===== src/rtl/dmem_ctrl.sv =====
// Data-memory controller: turns pipeline load/store requests into single-word bus transactions.
// Latency: misaligned requests complete one cycle after accept; aligned ones complete the cycle after bus_ack.
// Backpressure: req_ready is high only while idle; one outstanding request; aborts after TIMEOUT bus cycles.
module dmem_ctrl #(
  parameter int unsigned TIMEOUT = 255
) (
  input  logic        clk,
  input  logic        rst_n,
  input  logic        req_valid,
  output logic        req_ready,
  input  logic        req_we,
  input  logic [31:0] req_addr,
  input  logic [2:0]  req_sel,
  input  logic [31:0] req_wdata,
  output logic        bus_req,
  output logic        bus_we,
  output logic [31:0] bus_addr,
  output logic [3:0]  bus_be,
  output logic [31:0] bus_wdata,
  input  logic        bus_ack,
  input  logic [31:0] bus_rdata,
  output logic        done,
  output logic [31:0] ld_data,
  output logic [1:0]  ld_off,
  output logic [2:0]  ld_sel,
  output logic [1:0]  err
);

  typedef enum logic [1:0] {
    S_IDLE = 2'd0,
    S_BUS  = 2'd1,
    S_RESP = 2'd2
  } state_t;

  // Status codes reported alongside done.
  localparam logic [1:0] ERR_OK       = 2'b00;
  localparam logic [1:0] ERR_MISALIGN = 2'b01;
  localparam logic [1:0] ERR_TIMEOUT  = 2'b10;

  // Counter value seen during the last permitted BUS cycle.
  localparam logic [7:0] LP_LAST_CNT = 8'(TIMEOUT - 1);

  state_t      r_state;
  state_t      w_next;

  // Captured request context.
  logic        r_we;
  logic [1:0]  r_off;
  logic [2:0]  r_sel;
  logic [1:0]  r_err;
  logic [7:0]  r_cnt;

  // Bus-side registers, held constant through the whole BUS phase.
  logic        r_bus_we;
  logic [31:0] r_bus_addr;
  logic [3:0]  r_bus_be;
  logic [31:0] r_bus_wdata;

  // Load-shifter hand-off registers.
  logic [31:0] r_ld_data;
  logic [1:0]  r_ld_off;
  logic [2:0]  r_ld_sel;

  logic        w_accept;
  logic        w_misalign;
  logic        w_expired;
  logic [1:0]  w_a;
  logic [4:0]  w_swl_sh;
  logic [4:0]  w_swr_sh;
  logic [3:0]  w_be;
  logic [31:0] w_wdata;

  assign req_ready = (r_state == S_IDLE);
  assign w_accept  = req_valid & req_ready;
  assign w_a       = req_addr[1:0];
  assign w_expired = (r_cnt == LP_LAST_CNT);

  // swl shifts right by (3-a) bytes and swr left by a bytes; 3-a on two bits is ~a.
  assign w_swl_sh  = {~w_a, 3'b000};
  assign w_swr_sh  = {w_a, 3'b000};

  // Halfword accesses need an even address, word accesses a word-aligned one; lwl/lwr/swl/swr never fault.
  always_comb begin
    w_misalign = 1'b0;
    case (req_sel)
      3'd2, 3'd3: w_misalign = w_a[0];
      3'd4:       w_misalign = (w_a != 2'b00);
      default:    w_misalign = 1'b0;
    endcase
  end

  // Store lane enables and lane-aligned data; loads drive no enables and zero data.
  always_comb begin
    w_be    = 4'b0000;
    w_wdata = 32'h0000_0000;
    if (req_we) begin
      case (req_sel)
        3'd0, 3'd1: begin
          w_be    = 4'b0001 << w_a;
          w_wdata = {4{req_wdata[7:0]}};
        end
        3'd2, 3'd3: begin
          w_be    = w_a[1] ? 4'b1100 : 4'b0011;
          w_wdata = {2{req_wdata[15:0]}};
        end
        3'd4: begin
          w_be    = 4'b1111;
          w_wdata = req_wdata;
        end
        3'd5: begin
          case (w_a)
            2'd0:    w_be = 4'b0001;
            2'd1:    w_be = 4'b0011;
            2'd2:    w_be = 4'b0111;
            default: w_be = 4'b1111;
          endcase
          w_wdata = req_wdata >> w_swl_sh;
        end
        default: begin
          w_be    = 4'b1111 << w_a;
          w_wdata = req_wdata << w_swr_sh;
        end
      endcase
    end
  end

  // State register; reset drops out of BUS at once so bus_req falls asynchronously.
  always_ff @(posedge clk or negedge rst_n) begin
    if (!rst_n) begin
      r_state <= S_IDLE;
    end else begin
      r_state <= w_next;
    end
  end

  // Next-state logic: ack wins over an expiring counter in the same cycle.
  always_comb begin
    w_next = r_state;
    case (r_state)
      S_IDLE: begin
        if (w_accept) begin
          w_next = w_misalign ? S_RESP : S_BUS;
        end
      end
      S_BUS: begin
        if (bus_ack || w_expired) begin
          w_next = S_RESP;
        end
      end
      S_RESP:  w_next = S_IDLE;
      default: w_next = S_IDLE;
    endcase
  end

  // Request capture, cycle counting and completion status.
  always_ff @(posedge clk or negedge rst_n) begin
    if (!rst_n) begin
      r_we        <= 1'b0;
      r_off       <= 2'b00;
      r_sel       <= 3'd0;
      r_err       <= ERR_OK;
      r_cnt       <= 8'd0;
      r_bus_we    <= 1'b0;
      r_bus_addr  <= 32'h0000_0000;
      r_bus_be    <= 4'b0000;
      r_bus_wdata <= 32'h0000_0000;
    end else begin
      case (r_state)
        S_IDLE: begin
          if (w_accept) begin
            r_we  <= req_we;
            r_off <= w_a;
            r_sel <= req_sel;
            r_cnt <= 8'd0;
            if (w_misalign) begin
              // Bus registers are left alone: no transaction will be issued.
              r_err <= ERR_MISALIGN;
            end else begin
              r_err       <= ERR_OK;
              r_bus_we    <= req_we;
              r_bus_addr  <= {req_addr[31:2], 2'b00};
              r_bus_be    <= w_be;
              r_bus_wdata <= w_wdata;
            end
          end
        end
        S_BUS: begin
          if (bus_ack) begin
            r_err <= ERR_OK;
          end else if (w_expired) begin
            r_err <= ERR_TIMEOUT;
          end else begin
            r_cnt <= r_cnt + 8'd1;
          end
        end
        default: begin
        end
      endcase
    end
  end

  // Load results move to the shifter only on an acknowledged load, so they stay put across stores and faults.
  always_ff @(posedge clk or negedge rst_n) begin
    if (!rst_n) begin
      r_ld_data <= 32'h0000_0000;
      r_ld_off  <= 2'b00;
      r_ld_sel  <= 3'd0;
    end else if ((r_state == S_BUS) && bus_ack && !r_we) begin
      r_ld_data <= bus_rdata;
      r_ld_off  <= r_off;
      r_ld_sel  <= r_sel;
    end
  end

  assign bus_req   = (r_state == S_BUS);
  assign bus_we    = r_bus_we;
  assign bus_addr  = r_bus_addr;
  assign bus_be    = r_bus_be;
  assign bus_wdata = r_bus_wdata;

  assign done      = (r_state == S_RESP);
  assign err       = (r_state == S_RESP) ? r_err : ERR_OK;

  assign ld_data   = r_ld_data;
  assign ld_off    = r_ld_off;
  assign ld_sel    = r_ld_sel;

endmodule


===== config.mk =====
export PLATFORM = sky130hd
export DESIGN_NAME = dmem_ctrl
export DESIGN_NICKNAME = d
export VERILOG_FILES = /design/src/rtl/dmem_ctrl.sv
export SDC_FILE = /design/constraint.sdc
export NUM_CORES = 1
export LEC_CHECK = 0
export BUFFER_PORTS_ARGS = -buffer_cell sky130_fd_sc_hd__buf_4
export CORE_AREA = 2 2 122 124
export CTS_CLUSTER_DIAMETER = 40
export CTS_CLUSTER_SIZE = 16
export DETAILED_ROUTE_END_ITERATION = 10
export DIE_AREA = 0 0 124 126
export PLACE_DENSITY = 0.72
export SYNTH_ARGS = -nofsm -noshare
export SYNTH_HDL_FRONTEND = slang
export SYNTH_SLANG_ARGS = --single-unit

===== constraint.sdc =====
create_clock -name clk -period 2.15 [get_ports clk]
set_input_delay 0.1075 -clock clk [delete_from_list [all_inputs] [get_ports clk]]
set_output_delay 0.1075 -clock clk [all_outputs]
set_load 0.02 [all_outputs]

# After elaboration in Yosys (flattened, before gate mapping)
# Index checks and enable logic that the tools add are counted.
word_totals:
  regBits: 122
  out_inout_bits: 111
  elab_cells: 73
classes:
  n_addsub: 1
  eq_ne: 15
  n_shift: 4
  muxes: 21
  bitwise: 3
  n_reduce_logical: 16
ops:
  columns: ["op", "n"]
  rows:
  - ["$pmux W32 S4", 1]
  - ["$mux W32", 1]
  - ["$shl A32 B5 Y32", 1]
  - ["$shr A32 B5 Y32", 1]
  - ["$mux W8", 3]
  - ["$pmux W4 S4", 1]
  - ["$pmux W8 S2", 1]
  - ["$mux W2", 7]
  - ["$pmux W4 S3", 1]
  - ["$add A8 B1 Y8 const B", 1]
  - ["$eq A8 B8 Y1 const B", 1]
  - ["$mux W4", 2]
  - ["$pmux W2 S2", 2]
  - ["$eq A3 B2 Y1 const B", 2]
  - ["$eq A3 B3 Y1 const B", 2]
  - ["$reduce_and A3 Y1", 2]
  - ["$eq A2 B1 Y1 const B", 2]
  - ["$eq A2 B2 Y1 const B", 2]
  - ["$logic_not A2 Y1", 2]
  - ["$ne A2 B1 Y1 const B", 2]
  - ["$ne A2 B2 Y1 const B", 2]
  - ["$reduce_and A2 Y1", 2]
  - ["$reduce_and A4 Y1", 1]
  - ["$reduce_bool A2 Y1", 2]
  - ["14 further kinds", 16]

# Longest topological paths before layout
# Gate-level depths: netlist (run 1).
logic_depth:
  word_depth: 6
  mapped_depth: 10
  depth_no_buf: 6

# Worst setup path after synthesis (run 1)
# Ideal clock, no wire load.
synth_path:
  path_kind: "flip-flop to flip-flop"
  startpoint: "reg r_state[0]"
  endpoint: "reg r_ld_data[0] (netlist: ld_data[0])"
  arrival_time_ps: 1618
  required_ps: 2025
  setup_slack_ps: 407
  path_stages_with_launch: 7
  n_path_buf: 3
  period_less_slack_ps: 1743
  cell_sequence: "dfrtp_1 > buf_2 > inv_1 > nor4b_1 > buf_2 > buf_2 > mux2_2"
synth_via:
  elab_chain_len: 3
synth_rtl:
  columns: ["item", "line", "text"]
  rows:
  - ["from (decl)", "43", "state_t r_state;"]
  - ["from (signal assigned)", "132", "r_state <= w_next;"]
  - ["$eq A2 B1 Y1", "208", "end else if ((r_state == S_BUS) && bus_ack && !r_we) begin"]
  - ["$logic_and A1 B1 Y1 (2 in series)", "208", null]
  - ["to (signal assigned)", "209", "r_ld_data <= bus_rdata;"]
  - ["to (decl)", "60", "logic [31:0] r_ld_data;"]
# Every way passes these cells.
# A chain may end at the register's enable or synchronous reset.

# Final worst setup path (run 1)
layout_path:
  startpoint: "in req_sel[0]"
  endpoint: "reg r_bus_addr[26] (netlist: bus_addr[26])"
layout_via:
  elab_chain_len: 5
layout_rtl:
  columns: ["item", "line", "text"]
  rows:
  - ["from (decl)", "13", "input logic [2:0] req_sel,"]
  - ["$eq A3 B2 Y1", "85", "case (req_sel)"]
  - ["$reduce_or A2 Y1", "85", null]
  - ["$pmux W1 S2 (*)", "85", null]
  - ["$not A1 Y1 (no line) (*)", null, null]
  - ["$reduce_and A3 Y1 (no line) (*)", null, null]
  - ["to (signal assigned)", "181", "r_bus_addr <= {req_addr[31:2], 2'b00};"]
  - ["to (decl)", "55", "logic [31:0] r_bus_addr;"]
# Mark *: on every way between the ends. The rest lies on a longest branch, timed or not.

==> results.sh, run 1 <==
export IMPL_hpwl_mm=13.2
export IMPL_ctsHoldBuffers=66
export IMPL_fin_worst_skew_ps=7.54
export IMPL_outcome="complete, no violations"
export IMPL_die_y_um=126
export IMPL_cts_tree="yes"
export IMPL_timing_rr_start="r_state[1]"
export IMPL_drt_total_wl_mm=20.0
export IMPL_arrival_ps=2300
export IMPL_rsz0062_at_grt="no"
export IMPL_maxSlewViolCount=0
export IMPL_numCtsBuffers=17
export IMPL_route_detailed_drc=0
export IMPL_rr_worst_depth=3
export IMPL_synth_area_top_cells="dfrtp_1 (48%), mux2_2 (12%), mux2i_1 (5.1%), a32o_1 (3.8%), nand2_1 (3.8%)"
export IMPL_synth_common_cells="dfrtp_1 (122), mux2_2 (69), nand2_1 (64)"
export IMPL_power_w=0.0123
export IMPL_hold_end="r_off[1]"
export IMPL_core_um2=14300
export IMPL_maxSlewHeadroom_pct=24.5
export IMPL_powerDensity_nw_per_um2=1310
export IMPL_ios=215
export IMPL_grt_max_degree=53
export IMPL_clk_latency_ps=410
export IMPL_synthesis_area_um2=6330
export IMPL_gp_congestion=0.889
export IMPL_gr_total_overflow=0
export IMPL_hp_class="in2reg"
export IMPL_required_ps=2440
export IMPL_synthToLayoutAreaGrowth_pct=48.0
export IMPL_antenna_found_initial=0
export IMPL_synth_top_area_cell="dfrtp_1"
export IMPL_ir_drop_mv=0.692
export IMPL_wl_per_cell_um=19.5
export IMPL_vias_per_cell=5.69
export IMPL_dr_pass1_iters=5
export IMPL_num_antenna_cells=0
export IMPL_portBuffers=212
export IMPL_setup_viol=0
export IMPL_reg2reg_slack_ps=390
export IMPL_fin_ws_ps=136
export IMPL_path_max_fanout=50
export IMPL_leakage_nw=4.39
export IMPL_start_kind="primary input"
export IMPL_period_share_pct=93.7
export IMPL_period_needed_ps=2010
export IMPL_synth_edff_count=0
export IMPL_synth_seq_cells=122
export IMPL_finalHoldViolations=0
export IMPL_finalNonFillerCells=1025
export IMPL_fin_nets=942
export IMPL_first_iter_violations=384
export IMPL_syn_area_per_cell_um2=11.4
export IMPL_place_ws_ps=115
export IMPL_tns_ps=0
export IMPL_cts_root_buf="clkbuf_16"
export IMPL_synth_most_common_cell="dfrtp_1"
export IMPL_crit_type="in2reg"
export IMPL_ant_nets=0
export IMPL_grt_usage_pct=25.6
export IMPL_synthCells=556
export IMPL_core_rowCount=44
export IMPL_clock_path_buffers=2
export IMPL_grt_pass1_vias=5941
export IMPL_regToRegEndpoint="ld_data[18]"
export IMPL_synth_top_cell_area_share_pct=48.2
export IMPL_ys_async_sr_fraction_pct=100
export IMPL_cts_max_level=4
export IMPL_end_kind="flip-flop"
export IMPL_min_from="req_addr[1]"
export IMPL_ys_types=52
export IMPL_die_area_um2=15600
export IMPL_ctsResizeCount=0
export IMPL_num_vias=5836
export IMPL_die_w_um=124
export IMPL_ys_flop_type="dfrtp_1"
export IMPL_clkSlewWorstSetupHoldPaths_ps=50
export IMPL_cts_sinks=122
export IMPL_initial_utilization_pct=44.2
export IMPL_cts_setup_buffers=0
export IMPL_drive_above_1_share_pct=40.8
export IMPL_grt_pass1_wl_mm=30.6
export IMPL_worstHoldPathCells=3
export IMPL_seq_area_frac_synth_pct=48.2
export IMPL_fmax_mhz=496
export IMPL_tightest_slew_ps=1130
export IMPL_drv_cap=0
export IMPL_yosys_warnings=0
export IMPL_dp_cells=931
==> per-layer routing <==
metal  share of wire [%]  track usage [%]  up-vias
met1                  40             31.3     2827
met4                 3.6             12.0        0
met3                 9.4             7.11       56
met2                  47             41.6      312
li1                    -                -     2641
met5                   0                0        -
==> layout by cell type (no fill, tap or decap), types with 3 or more instances in the layout <==
cell type,count
o211ai_1,18
dfrtp_1,122
o21ai_0,17
mux2_1,6
a31oi_1,4
a32o_1,24
nand3_1,6
nor2_1,10
a21oi_1,23
buf_12,4
clkbuf_16,17
o31ai_1,5
a221o_1,8
a32oi_1,8
a211o_1,9
mux2i_1,32
buf_4,233
bufinv_16,3
clkinvlp_4,3
a22o_1,12
o22a_1,8
nand2_1,64
ha_1,6
a21o_1,9
a211oi_1,8
inv_1,9
dlygate4sd3_1,66
and3_1,3
mux2_2,69
==> power breakdown <==
group	total, W	internal [W]	switching, W
logic	0.00542	0.00260	0.00282
registers	0.00407	0.00338	0.000690
clock network	0.00281	0.00185	0.000959
total	0.0123	0.00782	0.00447
==> worst max path at each step <==
stage / from / to / slack (ps) / cells past startpoint
2_1_floorplan: r_state[0] / ld_data[0] / 410 / 6
3_3_place_gp: req_sel[2] / bus_addr[6] / 240 / 8
3_5_place_dp: req_sel[2] / bus_addr[9] / 110 / 8
4_1_cts: req_sel[0] / bus_addr[9] / 170 / 7
5_1_grt: req_sel[0] / bus_addr[26] / 70 / 7
6_report: req_sel[0] / bus_addr[26] / 140 / 7
==> through the flow <==
stage	utilization (%)	hold slack, ps	cell area (um2)
floorplan	-	-188	6340
global placement	56.8	70.5	8140
finish	65.5	32.3	9380
CTS	65.5	12.2	9380
global route	65.5	41.4	9380
detailed placement	56.8	78.4	8140
==> cells by family (layout without fill, tap and decap cells) <==
logic type / count (synthesis) / count (layout) / synth area share, %
AOI/OAI and AO/OA: 157 / 157 / 19.2
adders and majority gates: 6 / 6 / 1.19
buffers and inverters: 56 / 340 / 4.78
DFF: 122 / 122 / 48.2
muxes: 107 / 107 / 18.4
other: 1 / 2 / 0.0592
and+or+nand+nor: 107 / 107 / 8.18
==> flip-flops by register name, summed over array words and instances, names as in the netlist <==
register and cells:
r_state 2, r_we 1, bus_addr 30, bus_we 1, ld_data 32, bus_wdata 32
ld_off 2, r_sel 3, r_cnt 8, ld_sel 3, r_err 2, bus_be 4
r_off 2
==> worst max-delay path: stages <==
cell and delay [ps]:
dlygate4sd3_1 550, buf_4 180, or3b_4 430, o22ai_4 170, nand2b_2 190, buf_12 250
mux2_2 390
==> cell type report <==
type | count | area (um2)
clock buffer | 20 | 457
clock inverter | 8 | 123
fill | 1087 | 4940
inverter | 9 | 33.8
multi-input combinational | 379 | 2990
sequential | 122 | 3050
tap | 184 | 230
timing repair buffer | 303 | 2490
No activity file was read; power rests on OpenSTA's default activity.
==> inputs of run 2 (changes only) <==
==> constraint.sdc (replaced) <==
create_clock -name clk -period 2.4 [get_ports clk]
set_input_delay 0.12 -clock clk [delete_from_list [all_inputs] [get_ports clk]]
set_output_delay 0.12 -clock clk [all_outputs]
set_load 0.02 [all_outputs]
==> results.sh, run 2 (synthesis gave the netlist of run 1 again) <==
export IMPL_path_cells="dlygate4sd3_1 -> buf_4 -> or3b_4 -> o22ai_4 -> nand2b_2 -> buf_12 -> mux2_2"
export IMPL_ir_drop_mv=0.642
export IMPL_drive_above_1_share_pct=40.4
export IMPL_gr_total_overflow=0
export IMPL_leakage_nw=4.36
export IMPL_end_kind="flip-flop"
export IMPL_fin_nets=934
export IMPL_place_ws_ps=221
export IMPL_fin_ws_ps=319
export IMPL_clk_latency_ps=410
export IMPL_drt_total_wl_mm=19.8
export IMPL_antenna_found_initial=0
export IMPL_hpwl_mm=12.9
export IMPL_num_vias=5798
export IMPL_gp_congestion=0.919
export IMPL_cts_setup_buffers=0
export IMPL_path_max_fanout=68
export IMPL_finalHoldViolations=0
export IMPL_finalNonFillerCells=1021
export IMPL_first_iter_violations=424
export IMPL_maxSlewHeadroom_pct=57.8
export IMPL_timing_rr_start="r_state[0]"
export IMPL_maxSlewViolCount=0
export IMPL_die_w_um=124
export IMPL_numCtsBuffers=17
export IMPL_hold_ws_ps=89.5
export IMPL_cp_startpoint="req_sel[0]"
export IMPL_cp_slowest_cell="dlygate4sd3_1"
export IMPL_crit_type="in2reg"
export IMPL_cts_tree="yes"
export IMPL_p_sw_share_pct=36.7
export IMPL_power_w=0.0110
export IMPL_p_sw_w=0.00403
export IMPL_layout_common_cells="buf_4 (224), dfrtp_1 (122), mux2_2 (69)"
export IMPL_crit_path_max_incr_delay_ps=540
export IMPL_hp_class="in2reg"
export IMPL_cts_sinks=122
export IMPL_cts_max_level=4
export IMPL_ctsResizeCount=0
export IMPL_required_ps=2690
export IMPL_cp_num_buf_inv=3
export IMPL_portBuffers=212
export IMPL_num_antenna_cells=0
export IMPL_core_rowCount=44
export IMPL_die_y_um=126
export IMPL_ctsHoldBuffers=66
export IMPL_vias_per_cell=5.68
export IMPL_grt_pass1_vias=5911
export IMPL_cts_root_buf="clkbuf_16"
export IMPL_tightest_slew_ps=632
export IMPL_ios=215
export IMPL_clkSlewWorstSetupHoldPaths_ps=60
export IMPL_ant_nets=0
export IMPL_grt_max_degree=69
export IMPL_wl_per_cell_um=19.4
export IMPL_start_kind="primary input"
export IMPL_p_int_w=0.00694
export IMPL_core_um2=14300
export IMPL_fmax_mhz=480
export IMPL_initial_utilization_pct=44.2
export IMPL_period_share_pct=86.7
export IMPL_arrival_ps=2380
export IMPL_synthToLayoutAreaGrowth_pct=47.4
export IMPL_drv_cap=0
export IMPL_share_comb_of_total_power_pct=43.9
export IMPL_fin_worst_skew_ps=7.81
export IMPL_grt_pass1_wl_mm=30.2
export IMPL_die_area_um2=15600
export IMPL_final_common_cell="buf_4"
export IMPL_dr_pass1_iters=4
export IMPL_setup_viol=0
export IMPL_period_needed_ps=2080
export IMPL_critical_path_top_delay_family="buffers and inverters"
export IMPL_dp_cells=923
export IMPL_clock_path_buffers=2
export IMPL_outcome="complete, no violations"
export IMPL_powerDensity_nw_per_um2=1180
export IMPL_rsz0062_at_grt="no"
export IMPL_route_detailed_drc=0
export IMPL_tns_ps=0
export IMPL_grt_usage_pct=25.0
export IMPL_min_from="req_sel[2]"
export IMPL_seqPwrFrac_pct=33.2
export IMPL_pwr_share_clk_pct=23.0
==> run 2: path summary, 6_finish.rpt <==
| kind | end | slack [ps] | depth (start not counted) |
|---|---|---|---|
| min in group asynchronous | ld_data[2] | 290 | 2 |
| setup / recovery | bus_addr[21] | 320 | 7 |
| hold / removal | r_sel[2] | 90 | 3 |
| setup reg to reg | ld_data[17] | 520 | 4 |
| max in group asynchronous | bus_addr[20] | 1420 | 3 |
| hold reg to reg | bus_we | 480 | 1 |
==> run 2: stage by stage <==
step | cell area, um2 | utilization [%]
2_1_floorplan | 6340 | -
6_report | 9330 | 65.2
5_1_grt | 9330 | 65.2
4_1_cts | 9330 | 65.2
3_3_place_gp | 8090 | 56.5
3_5_place_dp | 8090 | 56.5
==> run 2: layout make-up <==
class	count	area, um2
Timing Repair Buffer	295	2440
Clock buffer	19	433
Inverter	9	33.8
Clock inverter	13	151
Sequential cell	122	3050
Multi-Input combinational cell	379	2990
Fill cell	1079	4980
Tap cell	184	230
==> run 2: power by group through the flow <==
stage	Clock (W)	Sequential (W)	Combinational (W)
floorplan	0	0.00459	0.00167
global placement	0	0.00360	0.00462
detailed placement	0	0.00364	0.00472
CTS	0.00256	0.00362	0.00482
global route	0.00265	0.00377	0.00511
finish	0.00252	0.00364	0.00481
==> run 2: tightest hold or removal path, stage by stage <==
cell and delay, ps:
buf_4 150, inv_1 100, o21ai_0 90
==> run 2: metal layers <==
layer / global-route usage [%] / routed length [um] / up-vias
met1: 29.4 / 7720 / 2843
met4: 11.6 / 693 / 0
met2: 42.1 / 9720 / 277
met5: 0 / 0 / -
met3: 6.79 / 1640 / 58
li1: - / - / 2620
==> inputs of run 3 (changes only) <==
==> config.mk (replaced) <==
export PLATFORM = sky130hd
export DESIGN_NAME = dmem_ctrl
export DESIGN_NICKNAME = d
export VERILOG_FILES = /design/src/rtl/dmem_ctrl.sv
export SDC_FILE = /design/constraint.sdc
export NUM_CORES = 1
export LEC_CHECK = 0
export ABC_AREA = 1
export BUFFER_PORTS_ARGS = -buffer_cell sky130_fd_sc_hd__buf_4
export CAP_MARGIN = 15
export CORE_AREA = 2 2 128 130
export CTS_CLUSTER_DIAMETER = 40
export CTS_CLUSTER_SIZE = 16
export DETAILED_ROUTE_END_ITERATION = 10
export DIE_AREA = 0 0 130 132
export PLACE_DENSITY = 0.71
export SYNTH_ARGS = -nofsm -noshare
export SYNTH_HDL_FRONTEND = slang
export SYNTH_SLANG_ARGS = --single-unit
==> results.sh, run 3 <==
export IMPL_fill_cells=1433
export IMPL_synth_edff_count=0
export IMPL_syn_area_per_cell_um2=6.69
export IMPL_synth_most_common_cell="nand2_1"
export IMPL_crit_type="reg2reg"
export IMPL_path_max_fanout=43
export IMPL_cts_tree="yes"
export IMPL_drv_cap=0
export IMPL_powerDensity_nw_per_um2=1070
export IMPL_min_from="bus_rdata[11]"
export IMPL_ys_flop_type="dfrtp_1"
export IMPL_yosys_warnings=0
export IMPL_hpwl_mm=14.5
export IMPL_required_ps=2710
export IMPL_cts_sinks=122
export IMPL_tightest_slew_ps=663
export IMPL_fin_nets=1408
export IMPL_place_area_um2=8740
export IMPL_portBuffers=212
export IMPL_leakage_nw=5.71
export IMPL_synthesis_area_um2=7010
export IMPL_hp_class="in2reg"
export IMPL_ios=215
export IMPL_route_detailed_drc=0
export IMPL_timing_rr_start="r_state[0]"
export IMPL_arrival_ps=2290
export IMPL_maxSlewHeadroom_pct=55.8
export IMPL_die_w_um=130
export IMPL_clkSlewWorstSetupHoldPaths_ps=60
export IMPL_ant_nets=0
export IMPL_drive_above_1_share_pct=20.8
export IMPL_grt_pass1_vias=7361
export IMPL_period_share_pct=82.6
export IMPL_synth_common_cells="nand2_1 (479), nand3_1 (141), dfrtp_1 (122)"
export IMPL_reg2reg_slack_ps=420
export IMPL_synth_top_area_cell="dfrtp_1"
export IMPL_start_kind="flip-flop"
export IMPL_period_needed_ps=1980
export IMPL_initial_utilization_pct=44.6
export IMPL_rr_worst_depth=5
export IMPL_ctsResizeCount=0
export IMPL_grt_pass1_wl_mm=36.1
export IMPL_rsz0062_at_grt="no"
export IMPL_dp_cells=1434
export IMPL_num_vias=7640
export IMPL_finalHoldViolations=0
export IMPL_die_y_um=132
export IMPL_wl_per_cell_um=14.9
export IMPL_synth_top_cell_area_share_pct=43.6
export IMPL_fin_ws_ps=417
export IMPL_ys_types=26
export IMPL_fmax_mhz=504
export IMPL_place_ws_ps=488
export IMPL_hold_end="ld_data[11]"
export IMPL_seq_area_frac_synth_pct=43.6
export IMPL_ys_async_sr_fraction_pct=100
export IMPL_gr_total_overflow=0
export IMPL_synth_seq_cells=122
export IMPL_die_area_um2=17200
export IMPL_grt_usage_pct=26.5
export IMPL_layout_common_cells="nand2_1 (479), buf_4 (223), nand3_1 (140)"
export IMPL_regToRegEndpoint="ld_data[17]"
export IMPL_outcome="complete, no violations"
export IMPL_tns_ps=0
export IMPL_finalNonFillerCells=1528
export IMPL_drt_total_wl_mm=22.8
export IMPL_numCtsBuffers=17
export IMPL_end_kind="flip-flop"
export IMPL_synthToLayoutAreaGrowth_pct=42.0
export IMPL_clock_path_buffers=2
export IMPL_synth_area_top_cells="dfrtp_1 (44%), nand2_1 (26%), nand3_1 (10%), inv_1 (5.4%), nor2_1 (2.9%)"
export IMPL_cts_root_buf="clkbuf_16"
export IMPL_antenna_found_initial=1
export IMPL_core_rowCount=46
export IMPL_clk_latency_ps=420
export IMPL_final_core_util_pct=63.3
export IMPL_setup_viol=0
export IMPL_cts_max_level=4
export IMPL_final_common_cell="nand2_1"
export IMPL_maxSlewViolCount=0
export IMPL_gp_congestion=0.872
export IMPL_ir_drop_mv=0.571
export IMPL_first_iter_violations=526
export IMPL_vias_per_cell=5.00
export IMPL_synthCells=1047
export IMPL_final_area_um2=9950
export IMPL_fin_worst_skew_ps=4.04
export IMPL_core_um2=15700
export IMPL_worstHoldPathCells=3
export IMPL_dr_pass1_iters=5
export IMPL_grt_max_degree=49
-- run 3: changes by cell type after synthesis, sizes merged, moves of 32 or more --
| cell | delta |
|---|---|
| nand3 | +138 |
| inv | +96 |
| mux2 | -75 |
| nand2 | +418 |
| o21ai | +32 |
| nor2 | +47 |
| mux2i | -32 |
-- run 3: report_power, final --
group          switching [W]  total (W)  leakage [nW]  internal [W]
registers           0.000541    0.00349          1.57       0.00295
logic                0.00275    0.00455          3.86       0.00180
clock network       0.000943    0.00259         0.289       0.00165
total                0.00423     0.0106          5.71       0.00640
-- run 3: metal layers --
metal	vias to the layer above	GRT usage, %	wire length (um)
met5	-	0	0
met4	0	12.3	928
met3	70	6.94	1800
met2	361	43.5	10600
met1	3482	32.4	9430
li1	3727	-	-
-- run 3: worst max path at each step --
stage,start,end,slack (ps),cells after the start
CTS,r_state[0],ld_data[11],540,6
global placement,req_sel[2],bus_wdata[22],540,10
detailed placement,req_sel[2],bus_addr[30],490,10
finish,r_state[0],ld_data[17],420,5
global route,r_state[0],ld_data[17],260,5
floorplan,req_sel[2],bus_addr[12],900,12
-- run 3: cell type report --
class / instances / area [um2] / area share, %
Clock buffer: 19 / 443 / 4.45
Sequential cell: 122 / 3050 / 30.7
Inverter: 105 / 397 / 3.99
Clock inverter: 12 / 148 / 1.48
Antenna cell: 2 / 5.00 / 0.0503
Multi-Input combinational cell: 764 / 3270 / 32.9
Tap cell: 216 / 270 / 2.72
Timing Repair Buffer: 288 / 2360 / 23.8
-- run 3: kinds of logic after synthesis --
family | share of synthesized area (%)
and+or+nand+nor | 40.7
DFF | 43.6
xor gates and xnor gates | 0.375
AOI/OAI and AO/OA | 4.32
adders and majority gates | 1.07
other | 0.0535
buffers and inverters | 9.93
-- run 3: worst max-delay path, cell delays in order, from the launching register on --
cell	delay [ps]
dfrtp_1	450
inv_2	90
nor2_1	150
nand3_2	500
buf_12	390
o21ai_0	270
-- run 3: per-stage QoR --
stage	hold slack (ps)	power [W]
2_1_floorplan	-176	0.00590
3_3_place_gp	185	0.00786
5_1_grt	26.5	0.0113
4_1_cts	2.99	0.0106
3_5_place_dp	197	0.00793
6_report	14.0	0.0106
-- run 3: repair_timing --
action	CTS	global route
hold buffers	61	0
buffers inserted	0	0
endpoints found under the hold margin	105	0
